===== src/rtl/hilo_unit.sv =====
// HI/LO register unit: iterative radix-2 multiply and restoring divide with
// sign fix-up, plus direct MTHI/MTLO writes. One operand bit per cycle.
module hilo_unit #(
    parameter int WIDTH = 32,
    parameter int ITER  = 32
) (
    input  logic             clk,
    input  logic             rst_n,
    input  logic             start,
    input  logic [2:0]       op,
    input  logic [WIDTH-1:0] a,
    input  logic [WIDTH-1:0] b,
    output logic             busy,
    output logic             done,
    output logic [WIDTH-1:0] hi,
    output logic [WIDTH-1:0] lo
);

    localparam int CW = $clog2(ITER + 1);
    localparam logic [2:0] OP_MTHI = 3'b100;
    localparam logic [2:0] OP_MTLO = 3'b101;

    typedef enum logic [1:0] {IDLE, CALC, FIX} state_t;

    state_t          state;
    logic [CW-1:0]   cnt;
    logic            is_div;
    logic            neg_q;
    logic            neg_r;
    logic            div_zero;
    logic            signed_op;

    logic [WIDTH:0]   acc_hi;
    logic [WIDTH-1:0] acc_lo;
    logic [WIDTH-1:0] mcand;
    logic [WIDTH-1:0] a_raw;

    logic [WIDTH:0]     mul_sum;
    logic [WIDTH:0]     div_shift;
    logic               div_ge;
    logic [2*WIDTH-1:0] product;
    logic [2*WIDTH-1:0] product_s;
    logic [WIDTH-1:0]   res_hi;
    logic [WIDTH-1:0]   res_lo;

    // The magnitude of the most negative value is 2^(WIDTH-1), which still
    // fits an unsigned WIDTH-bit field, so no extra bit is needed here.
    function automatic logic [WIDTH-1:0] magnitude(input logic [WIDTH-1:0] v,
                                                   input logic is_signed);
        logic signed [WIDTH-1:0] sv;
        sv = v;
        if (is_signed && (sv < 0))
            return $unsigned(-sv);
        return v;
    endfunction

    function automatic logic [WIDTH-1:0] apply_sign_w(input logic [WIDTH-1:0] v,
                                                      input logic neg);
        return neg ? -v : v;
    endfunction

    function automatic logic [2*WIDTH-1:0] apply_sign_2w(input logic [2*WIDTH-1:0] v,
                                                         input logic neg);
        return neg ? -v : v;
    endfunction

    assign signed_op = ~op[0];

    always_comb begin
        mul_sum   = acc_hi + (acc_lo[0] ? {1'b0, mcand} : '0);
        div_shift = {acc_hi[WIDTH-1:0], acc_lo[WIDTH-1]};
        div_ge    = (div_shift >= {1'b0, mcand});
    end

    always_comb begin
        product   = {acc_hi[WIDTH-1:0], acc_lo};
        product_s = apply_sign_2w(product, neg_q);
        res_hi    = product_s[2*WIDTH-1:WIDTH];
        res_lo    = product_s[WIDTH-1:0];
        if (is_div) begin
            if (div_zero) begin
                res_hi = a_raw;
                res_lo = '1;
            end else begin
                res_hi = apply_sign_w(acc_hi[WIDTH-1:0], neg_r);
                res_lo = apply_sign_w(acc_lo, neg_q);
            end
        end
    end

    // Control and architectural state
    always_ff @(posedge clk or negedge rst_n) begin
        if (!rst_n) begin
            state    <= IDLE;
            cnt      <= '0;
            busy     <= 1'b0;
            done     <= 1'b0;
            hi       <= '0;
            lo       <= '0;
            is_div   <= 1'b0;
            neg_q    <= 1'b0;
            neg_r    <= 1'b0;
            div_zero <= 1'b0;
        end else begin
            done <= 1'b0;
            case (state)
                IDLE: begin
                    if (start) begin
                        if (!op[2]) begin
                            state    <= CALC;
                            busy     <= 1'b1;
                            cnt      <= '0;
                            is_div   <= op[1];
                            neg_q    <= signed_op & (a[WIDTH-1] ^ b[WIDTH-1]);
                            neg_r    <= signed_op & a[WIDTH-1];
                            div_zero <= (b == '0);
                        end else if (op == OP_MTHI) begin
                            hi   <= a;
                            done <= 1'b1;
                        end else if (op == OP_MTLO) begin
                            lo   <= a;
                            done <= 1'b1;
                        end
                    end
                end
                CALC: begin
                    cnt <= cnt + CW'(1);
                    if (cnt == CW'(ITER - 1))
                        state <= FIX;
                end
                FIX: begin
                    hi    <= res_hi;
                    lo    <= res_lo;
                    done  <= 1'b1;
                    busy  <= 1'b0;
                    state <= IDLE;
                end
                default: state <= IDLE;
            endcase
        end
    end

    // Iteration datapath; only ever consumed through the FIX write, so an
    // aborted operation leaves nothing visible.
    always_ff @(posedge clk) begin
        case (state)
            IDLE: begin
                if (start && !op[2]) begin
                    acc_hi <= '0;
                    acc_lo <= magnitude(a, signed_op);
                    mcand  <= magnitude(b, signed_op);
                    a_raw  <= a;
                end
            end
            CALC: begin
                if (!is_div) begin
                    acc_hi <= {1'b0, mul_sum[WIDTH:1]};
                    acc_lo <= {mul_sum[0], acc_lo[WIDTH-1:1]};
                end else begin
                    acc_hi <= div_ge ? (div_shift - {1'b0, mcand}) : div_shift;
                    acc_lo <= {acc_lo[WIDTH-2:0], div_ge};
                end
            end
            default: ;
        endcase
    end

endmodule

===== config.mk =====
export PLATFORM = sky130hd
export DESIGN_NAME = hilo_unit
export DESIGN_NICKNAME = d
export VERILOG_FILES = /design/src/rtl/hilo_unit.sv
export SDC_FILE = /design/constraint.sdc
export NUM_CORES = 1
export LEC_CHECK = 0
export CORE_MARGIN = 5
export CORE_UTILIZATION = 45
export CTS_BUF_LIST = sky130_fd_sc_hd__clkbuf_4 sky130_fd_sc_hd__clkbuf_8
export DETAILED_ROUTE_END_ITERATION = 8
export PLACE_DENSITY = 0.71
export SKIP_CTS_REPAIR_TIMING = 1
export SYNTH_ARGS = -nofsm -noshare
export SYNTH_HDL_FRONTEND = slang
export SYNTH_SLANG_ARGS = --single-unit

===== constraint.sdc =====
create_clock -name clk -period 3.1 [get_ports clk]
set_input_delay 0.775 -clock clk [delete_from_list [all_inputs] [get_ports clk]]
set_output_delay 0.775 -clock clk [all_outputs]
set_load 0.005 [all_outputs]

=== Word-level counts from Yosys, hierarchy flattened ===
Index checks and enable logic that the tools add are counted.

* Mux-type cells: 49
* Equality and inequality tests: 13
* Shift operators: 0
* Magnitude comparators: 3
* Reductions and logical operators: 16
* Add/subtract/negate cells: 8
* Div/mod/pow operators: 0
* $mul: 0
* Bitwise operators: 5

{| class="wikitable"
|+ Operator list
! operator !! count
|-
| two-way mux 32 bit || 20
|-
| one-hot mux 32 bit (2 select lines) || 3
|-
| negation 32 bit || 4
|-
| two-way mux 33 bit || 3
|-
| one-hot mux 33 bit (2 select lines) || 1
|-
| less-than comparator 32 x 1 -> 1 bit, second input constant || 2
|-
| two-way mux 64 bit || 1
|-
| negation 64 bit || 1
|-
| adder 33 x 32 -> 33 bit || 1
|-
| greater-or-equal comparator 33 x 32 -> 1 bit || 1
|-
| subtractor 33 x 32 -> 33 bit || 1
|-
| zero test 32 bit || 1
|-
| inequality test 2 bit, second input constant || 8
|-
| two-way mux 1 bit || 12
|-
| two-way mux 6 bit || 2
|-
| one-hot mux 6 bit (2 select lines) || 1
|-
| AND reduction 3 bit || 4
|-
| adder 6 x 1 -> 6 bit, second input constant || 1
|-
| == test 3 bit, second input constant || 2
|-
| == test 6 x 5 -> 1 bit, second input constant || 1
|-
| two-way mux 2 bit || 3
|-
| AND reduction 5 bit || 1
|-
| one-hot mux 1 bit (2 select lines) || 2
|-
| one-hot mux 2 bit (2 select lines) || 1
|-
| 11 further kinds || 17
|}

* Input bits: 70
* Output and inout bits: 66
* Memory bits (read-only): 0
* Bits in writable memories: 0
* Memories: 0
* Register bits after elaboration: 207
* Latch bits: 0

=== Depth between registers and ports, before layout ===
Gate-level depths: netlist of run 1.

* Depth after elaboration: 8
* Gate-level depth with buffers: 14

=== Least setup slack after synthesis of run 1 ===
Ideal clock, no wire load.

* Kind: input to register
* Start point: in op[2]
* End point: reg cnt[5]
* Library setup time: 0.105 ns
* Arrival: 3.443 ns
* Cell stages on the path: 7
* Path buffers: 0
* Path slack: -0.448 ns
* Cells stage by stage: nand2b_1 -> nor2b_1 -> or2_2 -> inv_1 -> nand4_1 -> or3_1 -> a21oi_1

* Word-level cells in the longest chain between the ends: 2

{| class="wikitable"
|+ RTL lines
! element !! RTL line !! source
|-
| from (decl) || 10 || <nowiki>input logic [2:0] op,</nowiki>
|-
| inequality test 2 bit (no source line) || -- ||
|-
| AND reduction 3 bit (no source line) || -- ||
|-
| to (signal assigned) || 127 || <nowiki>cnt <= cnt + CW'(1);</nowiki>
|-
| to (decl) || 26 || <nowiki>logic [CW-1:0] cnt;</nowiki>
|}

No other way between the ends.
A chain may end at the register's enable or synchronous reset.

=== Final worst setup path of run 1 ===
* Start point: reg acc_lo[0]
* End point: reg hi[24]

* Word-level cells in the longest chain between the ends: 4

{| class="wikitable"
|+ RTL lines
! element !! RTL line !! source
|-
| from (decl) || 34 || <nowiki>logic [WIDTH-1:0] acc_lo;</nowiki>
|-
| from (signal assigned) || 150 || <nowiki>acc_lo <= magnitude(a, signed_op);</nowiki>
|-
| from (signal assigned) || 158 || <nowiki>acc_lo <= {mul_sum[0], acc_lo[WIDTH-1:1]};</nowiki>
|-
| from (signal assigned) || 161 || <nowiki>acc_lo <= {acc_lo[WIDTH-2:0], div_ge};</nowiki>
|-
| negation 64 bit || 64 || <nowiki>return neg ? -v : v;</nowiki>
|-
| two-way mux 64 bit || 64 ||
|-
| two-way mux 32 bit || 80 || <nowiki>if (is_div) begin</nowiki>
|-
| one-hot mux 32 bit (2 select lines) || 106 || <nowiki>case (state)</nowiki>
|-
| to (signal assigned) || 132 || <nowiki>hi <= res_hi;</nowiki>
|-
| to (decl) || 15 || <nowiki>output logic [WIDTH-1:0] hi,</nowiki>
|}

No other way between the ends.

==> flow_summary.json, run 1 <==
{
  "yosysSeqAreaShare_pct": 36.12,
  "cap_viol_max_count": 0,
  "synth_nets": 2022,
  "core_area_um2": 35480,
  "fp.dieW_um": 199.3,
  "crit_path_start_kind": "flop",
  "max_stage_delay_ns": 0.54,
  "io_pins": 136,
  "antenna_found_initial": 1,
  "layout_commonest_cell": "buf_4",
  "p_sw_share_pct": 43.35,
  "syn_avg_cell_area_um2": 8.574,
  "wl_per_cell_um": 20.81,
  "synth_warnings": 0,
  "seqPwrFrac_pct": 22.5,
  "nFillCells": 3049,
  "power_switching_uw": 10420,
  "worst_pin_slew_ns": 0.9764,
  "diodes": 0,
  "critPathArrivalTime_ns": 3.71,
  "drt_wl_total_mm": 58.34,
  "p_int_uw": 13620,
  "power.density_nw_per_um2": 1082,
  "fmax_mhz": 309.3,
  "insertion_delay_ns": 0.59,
  "start_util_pct": 45.45,
  "cts_sinks": 207,
  "synth_edf_count": 129,
  "required_ns": 3.58,
  "violations": "negative setup slack",
  "num_vias": 16520,
  "die_area_um2": 39730,
  "path_clk_slew_ns": 0.06,
  "status": "finished with violations",
  "drc_errors": 0,
  "hold_path_class": "input port to asynchronous set/reset pin",
  "path_cells": "inv_2, buf_12, buf_12, ha_4, nand2b_4, or4_4, or3_4, or3_4, o31ai_4, xor2_1, a221oi_1",
  "leakagePower_uw": 0.009019,
  "synth_area_leader_cell": "edfxtp_1",
  "cts_buffers": 40,
  "grt_pass1_wl_mm": 88.47,
  "io_buffer_count": 135,
  "min_period_ns": 3.233,
  "gp_congestion": 0.9896,
  "pwr-share-clk_pct": 11.8,
  "synth-seq-cells": 207,
  "post-route-util_pct": 62.61,
  "peakVddDrop_mv": 0.4543,
  "rows": 69,
  "dr.pass1.iters": 5,
  "crit_path_max_fanout": 8,
  "cts_tree": "done",
  "synth_flop_cell": "edfxtp_1",
  "drt_iter0_markers": 1455,
  "grtUsageTotal_pct": 28.13,
  "layout.cells.most_common_list": "buf_4 (345), nor2_1 (181), nand2_1 (177)",
  "ys_top_cells_by_area": "edfxtp_1 (24%), dfrtp_1 (12%), xnor2_1 (6.1%)",
  "hpwlAfterDp_mm": 44.70,
  "area_growth_pct": 37.74,
  "postSynth.asyncResetShare_pct": 37.68,
  "finalCritPeriodShare_pct": 104.3,
  "grt_overflow_total": 0,
  "timing.final.ws_setup_ns": -0.1332,
  "hold_violations": 0,
  "finalSetupViolCount": 16,
  "grt_pass1_vias": 16380,
  "slew_headroom_pct": 34.91,
  "rsz0062_at_grt": "true",
  "postSynthCellCount": 1881,
  "pre_cts_ws_ns": -0.6045,
  "final-max-slew-violation-count": 0,
  "die_y_um": 199.3,
  "timing.hold.ws_ns": 0.2087,
  "synth_top_area_share_pct": 24.02,
  "cp-end-kind": "flop",
  "ys_types": 73,
  "fin_skew_ns": 0.03794,
  "crit_type": "flop to flop",
  "ant_nets": 0,
  "post_drt_via_cell_ratio": 5.890,
  "clockRootBuffer": "clkbuf_8",
  "crit_path_top_delay_cell": "or4_4",
  "nNetsFinal": 2453,
  "comb_power_share_pct": 65.8,
  "cts_buffer_depth": 3,
  "drive_above_1_share_pct": 25.48,
  "syn_area_um2": 16130,
  "grt_max_degree": 65,
  "htree_levels": 2
}
[routing by layer]
layer | global-route usage [%] | routed length [µm] | up-vias | part of all wire [%]
met5 | 0 | 17 | - | 0.029
met4 | 11.52 | 2703 | 2 | 4.6
met3 | 3.878 | 4615 | 167 | 7.9
met2 | 48.58 | 28060 | 728 | 48
met1 | 35.56 | 22950 | 7837 | 39
li1 | - | - | 7781 | -
[final cells by class]
class | count | area (µm²) | share of cell area (%)
clock inverters | 10 | 56.30 | 0.2534
flip-flops and latches | 207 | 5831 | 26.25
well taps | 461 | 576.8 | 2.596
multi-input cells | 1498 | 10400 | 46.80
inverters | 61 | 236.5 | 1.064
clock buffers | 63 | 767.0 | 3.453
repair buffers | 504 | 4350 | 19.58
[power by group through the flow]
| stage | clock network, µW | registers (µW) | logic (µW) |
|---|---|---|---|
| after floorplan | 0 | 5240 | 8210 |
| after global placement | 0 | 5370 | 14000 |
| after detailed placement | 0 | 5410 | 14300 |
| after CTS | 2890 | 5370 | 14400 |
| after global routing | 3010 | 5520 | 17100 |
| final | 2830 | 5400 | 15800 |
[state kept, by name, indices dropped and copies added (netlist names), 2 cells and up]
name and count:
mcand 32, state 2, acc_hi 33, hi 32, lo 32, acc_lo 32, a_raw 32, cnt 6
[cells in the mapped netlist, drive strengths merged (39+ instances only)]
cell	count
edfxtp	129
xnor2	112
nor2	184
inv	60
ha	69
o22ai	42
mux2i	47
dfrtp	78
xor2	97
a21oi	173
or3	39
clkbuf	104
nand2	180
o21ai	155
[worst paths after layout]
check                                     from                  to  slack (ns)  depth (start not counted)
min                                      rst_n  lo[24]$_DFFE_PN0P_        0.21                          1
min reg2reg                  lo[5]$_DFFE_PN0P_   lo[5]$_DFFE_PN0P_        0.48                          2
min in group clk             lo[5]$_DFFE_PN0P_   lo[5]$_DFFE_PN0P_        0.48                          2
max in group asynchronous                rst_n  hi[19]$_DFFE_PN0P_        2.26                          2
max                        acc_lo[0]$_DFFE_PP_  hi[24]$_DFFE_PN0P_       -0.13                         11
max reg2reg                acc_lo[0]$_DFFE_PP_  hi[24]$_DFFE_PN0P_       -0.13                         11
[cells by family after synthesis]
family,after synthesis,synth area share (%)
compound gates,573,21.84
mux,55,3.476
xor+xnor,209,11.40
flops,207,36.12
buf+inv,177,4.267
fa+ha+maj,71,5.601
simple gates,589,17.30
[metrics by stage]
stage               area (µm²)  total power, µW  std cells  setup TNS, ns
finish                   22220            24040       2804        -0.8806
global route             22220            25660       2804         -3.150
CTS                      21260            22640       2784         -7.502
detailed placement       20440            19690       2711         -11.53
global placement         20440            19380       2711         -9.605
floorplan                16150            13450       1881       -0.03227
[worst max-delay path, delay by kind of cell (launching register included)]
kind	cells	cell delay, ns
xor gates and xnor gates	1	0.10
adders and majority gates	1	0.15
buffers and inverters	3	0.38
DFF	1	0.49
AOI/OAI and AO/OA	2	0.47
and+or+nand+nor	4	1.55
Power figures use the tool's default switching activity.
==> inputs of run 2 (changes only) <==
Settings changed: PLACE_DENSITY 0.71 to 0.69.
Clock period 3.1 ns to 3.5 ns, I/O delays scaled along.
==> run 2 against run 1 <==
Against the previous run: the flow now finishes without violations; flip-flop and latch count unchanged; non-clock buffer count is 184 lower; final area is 10% lower; largest cell class unchanged; highest routed layer is now met4.
==> flow_summary.json, run 2 (synthesis results as in run 1) <==
{
  "finalInstanceArea_um2": 19890,
  "diodes": 0,
  "final-max-slew-violation-count": 0,
  "fin_skew_ns": 0.02552,
  "ant_nets": 0,
  "nFillCells": 3279,
  "required_ns": 3.88,
  "finalSetupViolCount": 0,
  "io_pins": 136,
  "fp.dieW_um": 199.3,
  "cpLargestDelayFamily": "compound AO/OA/AOI/OAI gates",
  "die_area_um2": 39730,
  "post_drt_via_cell_ratio": 6.000,
  "cp_num_buf_inv": 3,
  "drc_errors": 0,
  "status": "finished clean",
  "slew_headroom_pct": 34.76,
  "io_buffer_count": 135,
  "die_y_um": 199.3,
  "hold_path_class": "input port to asynchronous set/reset pin",
  "post-route-util_pct": 56.05,
  "drt_wl_total_mm": 55.28,
  "top_register": "acc_hi",
  "cts_buffers": 39,
  "hold_violations": 0,
  "nNetsFinal": 2267,
  "max_stage_delay_ns": 0.49,
  "cts_tree": "done",
  "crit_path_max_fanout": 12,
  "power.density_nw_per_um2": 950.2,
  "placed_area_um2": 19080,
  "drive_above_1_share_pct": 13.65,
  "leakagePower_uw": 0.007907,
  "finalCritPeriodShare_pct": 96.00,
  "min_period_ns": 3.360,
  "path_clk_slew_ns": 0.06,
  "rsz0062_at_grt": "false",
  "crit_path_start_kind": "flop",
  "largest_reg_flops": 33,
  "dr.pass1.iters": 8,
  "cap_viol_max_count": 0,
  "core_area_um2": 35480,
  "area_growth_pct": 23.32,
  "path_cells": "inv_2, buf_12, buf_4, nor2_1, ha_1, a2111o_1, o221a_2, o21ai_1, nand3b_1, a21oi_1, or3_1, mux2i_1, a2111oi_1",
  "fmax_mhz": 297.6,
  "wl_per_cell_um": 21.14,
  "worst_pin_slew_ns": 0.9786,
  "cts_sinks": 207,
  "insertion_delay_ns": 0.59,
  "num_vias": 15690,
  "antenna_found_initial": 0,
  "grtUsageTotal_pct": 27.29,
  "drt_iter0_markers": 1238,
  "layout_commonest_cell": "nor2_1",
  "peakVddDrop_mv": 0.4044,
  "crit_path_top_delay_cell": "edfxtp_1",
  "power.total_uw": 18900,
  "timing.hold.ws_ns": 0.2990,
  "grt_pass1_wl_mm": 85.28,
  "layout.cells.most_common_list": "nor2_1 (184), buf_4 (182), nand2_1 (179)",
  "clockRootBuffer": "clkbuf_8",
  "rows": 69,
  "critPathArrivalTime_ns": 3.74,
  "rrSetupSlack_ns": 0.14,
  "start_util_pct": 45.45,
  "crit_type": "flop to flop",
  "cp-end-kind": "flop",
  "grt_pass1_vias": 15470,
  "hpwlAfterDp_mm": 42.48,
  "gp_congestion": 1.024,
  "grt_overflow_total": 0,
  "htree_levels": 2,
  "cts_buffer_depth": 3,
  "grt_max_degree": 71
}
run 2: cell types whose count changed in the layout (fill, tap and decap cells not counted), moves of 11 or more:
cell	before	now
a21oi_1	152	171
buf_12	15	4
a21oi_2	21	2
buf_4	345	182
ha_1	55	69
o21ai_0	118	150
o21ai_1	27	5
run 2: final cells by class:
class,instances,area (µm²),share of cell area [%]
timing repair buffer,320,2788,14.02
clock inverter,8,45.04,0.2265
inverter,61,232.7,1.170
tap,461,576.8,2.900
clock buffer,61,733.2,3.686
sequential,207,5832,29.32
multi-input combinational,1497,9682,48.68
run 2: power breakdown:
part | leakage (µW) | total [µW] | internal (µW) | switching, µW
logic | 0.00527 | 11500 | 5250 | 6270
clock network | 0.000414 | 2440 | 1330 | 1110
registers | 0.00222 | 4940 | 3920 | 1020
run 2: stage by stage:
step,instances,setup WS (ns),setup TNS (ns)
4_1_cts,2615,-0.07229,-0.1166
2_1_floorplan,1881,0.2089,0
5_1_grt,2615,0.02201,0
6_report,2615,0.1399,0
3_3_place_gp,2546,-0.5081,-2.222
3_5_place_dp,2546,-0.4921,-2.452
run 2: layer usage:
| layer | routed length [µm] | share of wire (%) | track usage, % |
|---|---|---|---|
| met4 | 2479 | 4.5 | 12.11 |
| met1 | 22430 | 41 | 35.00 |
| met5 | 0 | 0 | 0 |
| met2 | 26240 | 47 | 46.08 |
| met3 | 4126 | 7.5 | 3.743 |
run 2: worst paths after layout:
path / startpoint / end / cells past startpoint
worst max-delay path: acc_lo[0]$_DFFE_PP_ / acc_hi[29]$_SDFFCE_PN0P_ / 13
worst min-delay path: rst_n / hi[19]$_DFFE_PN0P_ / 1
worst max register to register: acc_lo[0]$_DFFE_PP_ / acc_hi[29]$_SDFFCE_PN0P_ / 13
worst min register to register: cnt[5]$_DFFE_PN0P_ / state[1]$_DFFE_PN0P_ / 1
max in group asynchronous: rst_n / is_div$_DFFE_PN0P_ / 2
min in group clk: cnt[5]$_DFFE_PN0P_ / state[1]$_DFFE_PN0P_ / 1
==> inputs of run 3 (changes only) <==
Settings changed: CTS_BUF_LIST sky130_fd_sc_hd__clkbuf_4 sky130_fd_sc_hd__clkbuf_8 to sky130_fd_sc_hd__clkbuf_4 sky130_fd_sc_hd__clkbuf_8 sky130_fd_sc_hd__clkbuf_16.
==> run 3 against run 2 <==
Against the previous run: via count down 0.75%; clock power up 10%; combinational power about the same; first-iteration DRC count increased by 5.7%; clock-buffer cell count fell by 31; setup slack worse by 0.018 ns.
==> flow_summary.json, run 3 (synthesis results as in run 1) <==
{
  "post_drt_via_cell_ratio": 6.010,
  "path_cells": "inv_1, ha_1, fa_1, inv_1, a21oi_1, o211ai_1, buf_4, a211o_1, a21o_1, a2111oi_1, buf_4, xnor2_1, nor2_1",
  "cts_sinks": 207,
  "insertion_delay_ns": 0.56,
  "grt_pass1_wl_mm": 85.08,
  "dr.pass1.iters": 6,
  "layout_commonest_cell": "nor2_1",
  "worst_pin_slew_ns": 0.9727,
  "hpwlAfterDp_mm": 42.48,
  "grtUsageTotal_pct": 27.01,
  "fmax_mhz": 296.0,
  "hold_path_class": "input port to asynchronous set/reset pin",
  "nFillCells": 3248,
  "nNetsFinal": 2253,
  "io_pins": 136,
  "critPathArrivalTime_ns": 3.68,
  "wl_per_cell_um": 21.26,
  "required_ns": 3.80,
  "slew_headroom_pct": 35.16,
  "crit_path_max_fanout": 3,
  "cp-end-kind": "flop",
  "die_y_um": 199.3,
  "cts_tree": "done",
  "drive_above_1_share_pct": 12.63,
  "pre_cts_ws_ns": -0.4921,
  "top_register": "acc_hi",
  "ant_nets": 0,
  "num_vias": 15570,
  "area_growth_pct": 23.71,
  "core_area_um2": 35480,
  "crit_path_start_kind": "flop",
  "antenna_found_initial": 0,
  "drc_errors": 0,
  "largest_reg_flops": 33,
  "drt_iter0_markers": 1309,
  "grt_max_degree": 71,
  "drt_wl_total_mm": 55.07,
  "hold_violations": 0,
  "clockRootBuffer": "clkbuf_16",
  "max_stage_delay_ns": 0.49,
  "finalSetupViolCount": 0,
  "start_util_pct": 45.45,
  "fp.dieW_um": 199.3,
  "grt_overflow_total": 0,
  "cap_viol_max_count": 0,
  "diodes": 0,
  "finalCritPeriodShare_pct": 96.53,
  "timing.final.ws_setup_ns": 0.1215,
  "cpLargestDelayFamily": "compound AO/OA/AOI/OAI gates",
  "cp_num_buf_inv": 4,
  "peakVddDrop_mv": 0.4613,
  "power.density_nw_per_um2": 961.0,
  "rows": 69,
  "grt_pass1_vias": 15350,
  "post-route-util_pct": 56.23,
  "cts_buffers": 25,
  "crit_type": "flop to flop",
  "io_buffer_count": 135,
  "crit_path_top_delay_cell": "a2111oi_1",
  "min_period_ns": 3.378,
  "gp_congestion": 1.024,
  "layout.cells.most_common_list": "nor2_1 (184), buf_4 (182), nand2_1 (179)",
  "htree_levels": 1,
  "leakagePower_uw": 0.007907,
  "cts_buffer_depth": 3,
  "final-max-slew-violation-count": 0,
  "status": "finished clean",
  "fin_setup_tns_ns": 0,
  "die_area_um2": 39730,
  "fin_skew_ns": 0.02011,
  "path_clk_slew_ns": 0.06
}
[run 3: area by class of cell]
type	instances	area [µm²]	share of cell area [%]
Multi-Input combinational cell	1497	9691	48.57
Sequential cell	207	5832	29.23
Timing Repair Buffer	320	2788	13.97
Clock buffer	30	663.1	3.324
Tap cell	461	576.8	2.891
Inverter	61	232.7	1.166
Clock inverter	15	168.9	0.8466
[run 3: stage by stage]
| step | total power, µW | cell area [µm²] | std cells | hold slack [ns] |
|---|---|---|---|---|
| floorplan | 11910 | 16130 | 1881 | 0.4414 |
| global placement | 16080 | 19080 | 2546 | 0.4596 |
| detailed placement | 16280 | 19080 | 2546 | 0.4685 |
| CTS | 19040 | 19910 | 2591 | 0.3235 |
| global route | 20490 | 19950 | 2591 | 0.3577 |
| finish | 19170 | 19950 | 2591 | 0.3191 |
[run 3: worst paths after layout]
| path | start | to | slack (ns) | cells after the start |
|---|---|---|---|---|
| worst max-delay path | acc_lo[31]$_DFFE_PP_ | acc_hi[32]$_SDFFCE_PN0P_ | 0.12 | 13 |
| worst min-delay path | rst_n | lo[24]$_DFFE_PN0P_ | 0.32 | 1 |
| worst max register to register | acc_lo[31]$_DFFE_PP_ | acc_hi[32]$_SDFFCE_PN0P_ | 0.12 | 13 |
| worst min register to register | lo[11]$_DFFE_PN0P_ | lo[11]$_DFFE_PN0P_ | 0.48 | 2 |
| max in group asynchronous | rst_n | is_div$_DFFE_PN0P_ | 2.41 | 2 |
| min in group clk | lo[11]$_DFFE_PN0P_ | lo[11]$_DFFE_PN0P_ | 0.48 | 2 |
[run 3: power breakdown]
part / total, µW / switching, µW / internal, µW
combinational: 11500 / 6290 / 5250
clock: 2690 / 1110 / 1580
sequential: 4950 / 1030 / 3920
total: 19200 / 8430 / 10700
[run 3: per-layer routing]
| layer | vias to the layer above | part of all wire (%) | track usage [%] |
|---|---|---|---|
| met2 | 655 | 48 | 46.29 |
| li1 | 7370 | - | - |
| met4 | 0 | 4.3 | 10.41 |
| met3 | 127 | 7.1 | 2.765 |
| met1 | 7420 | 41 | 35.31 |
| met5 | - | 0 | 0 |
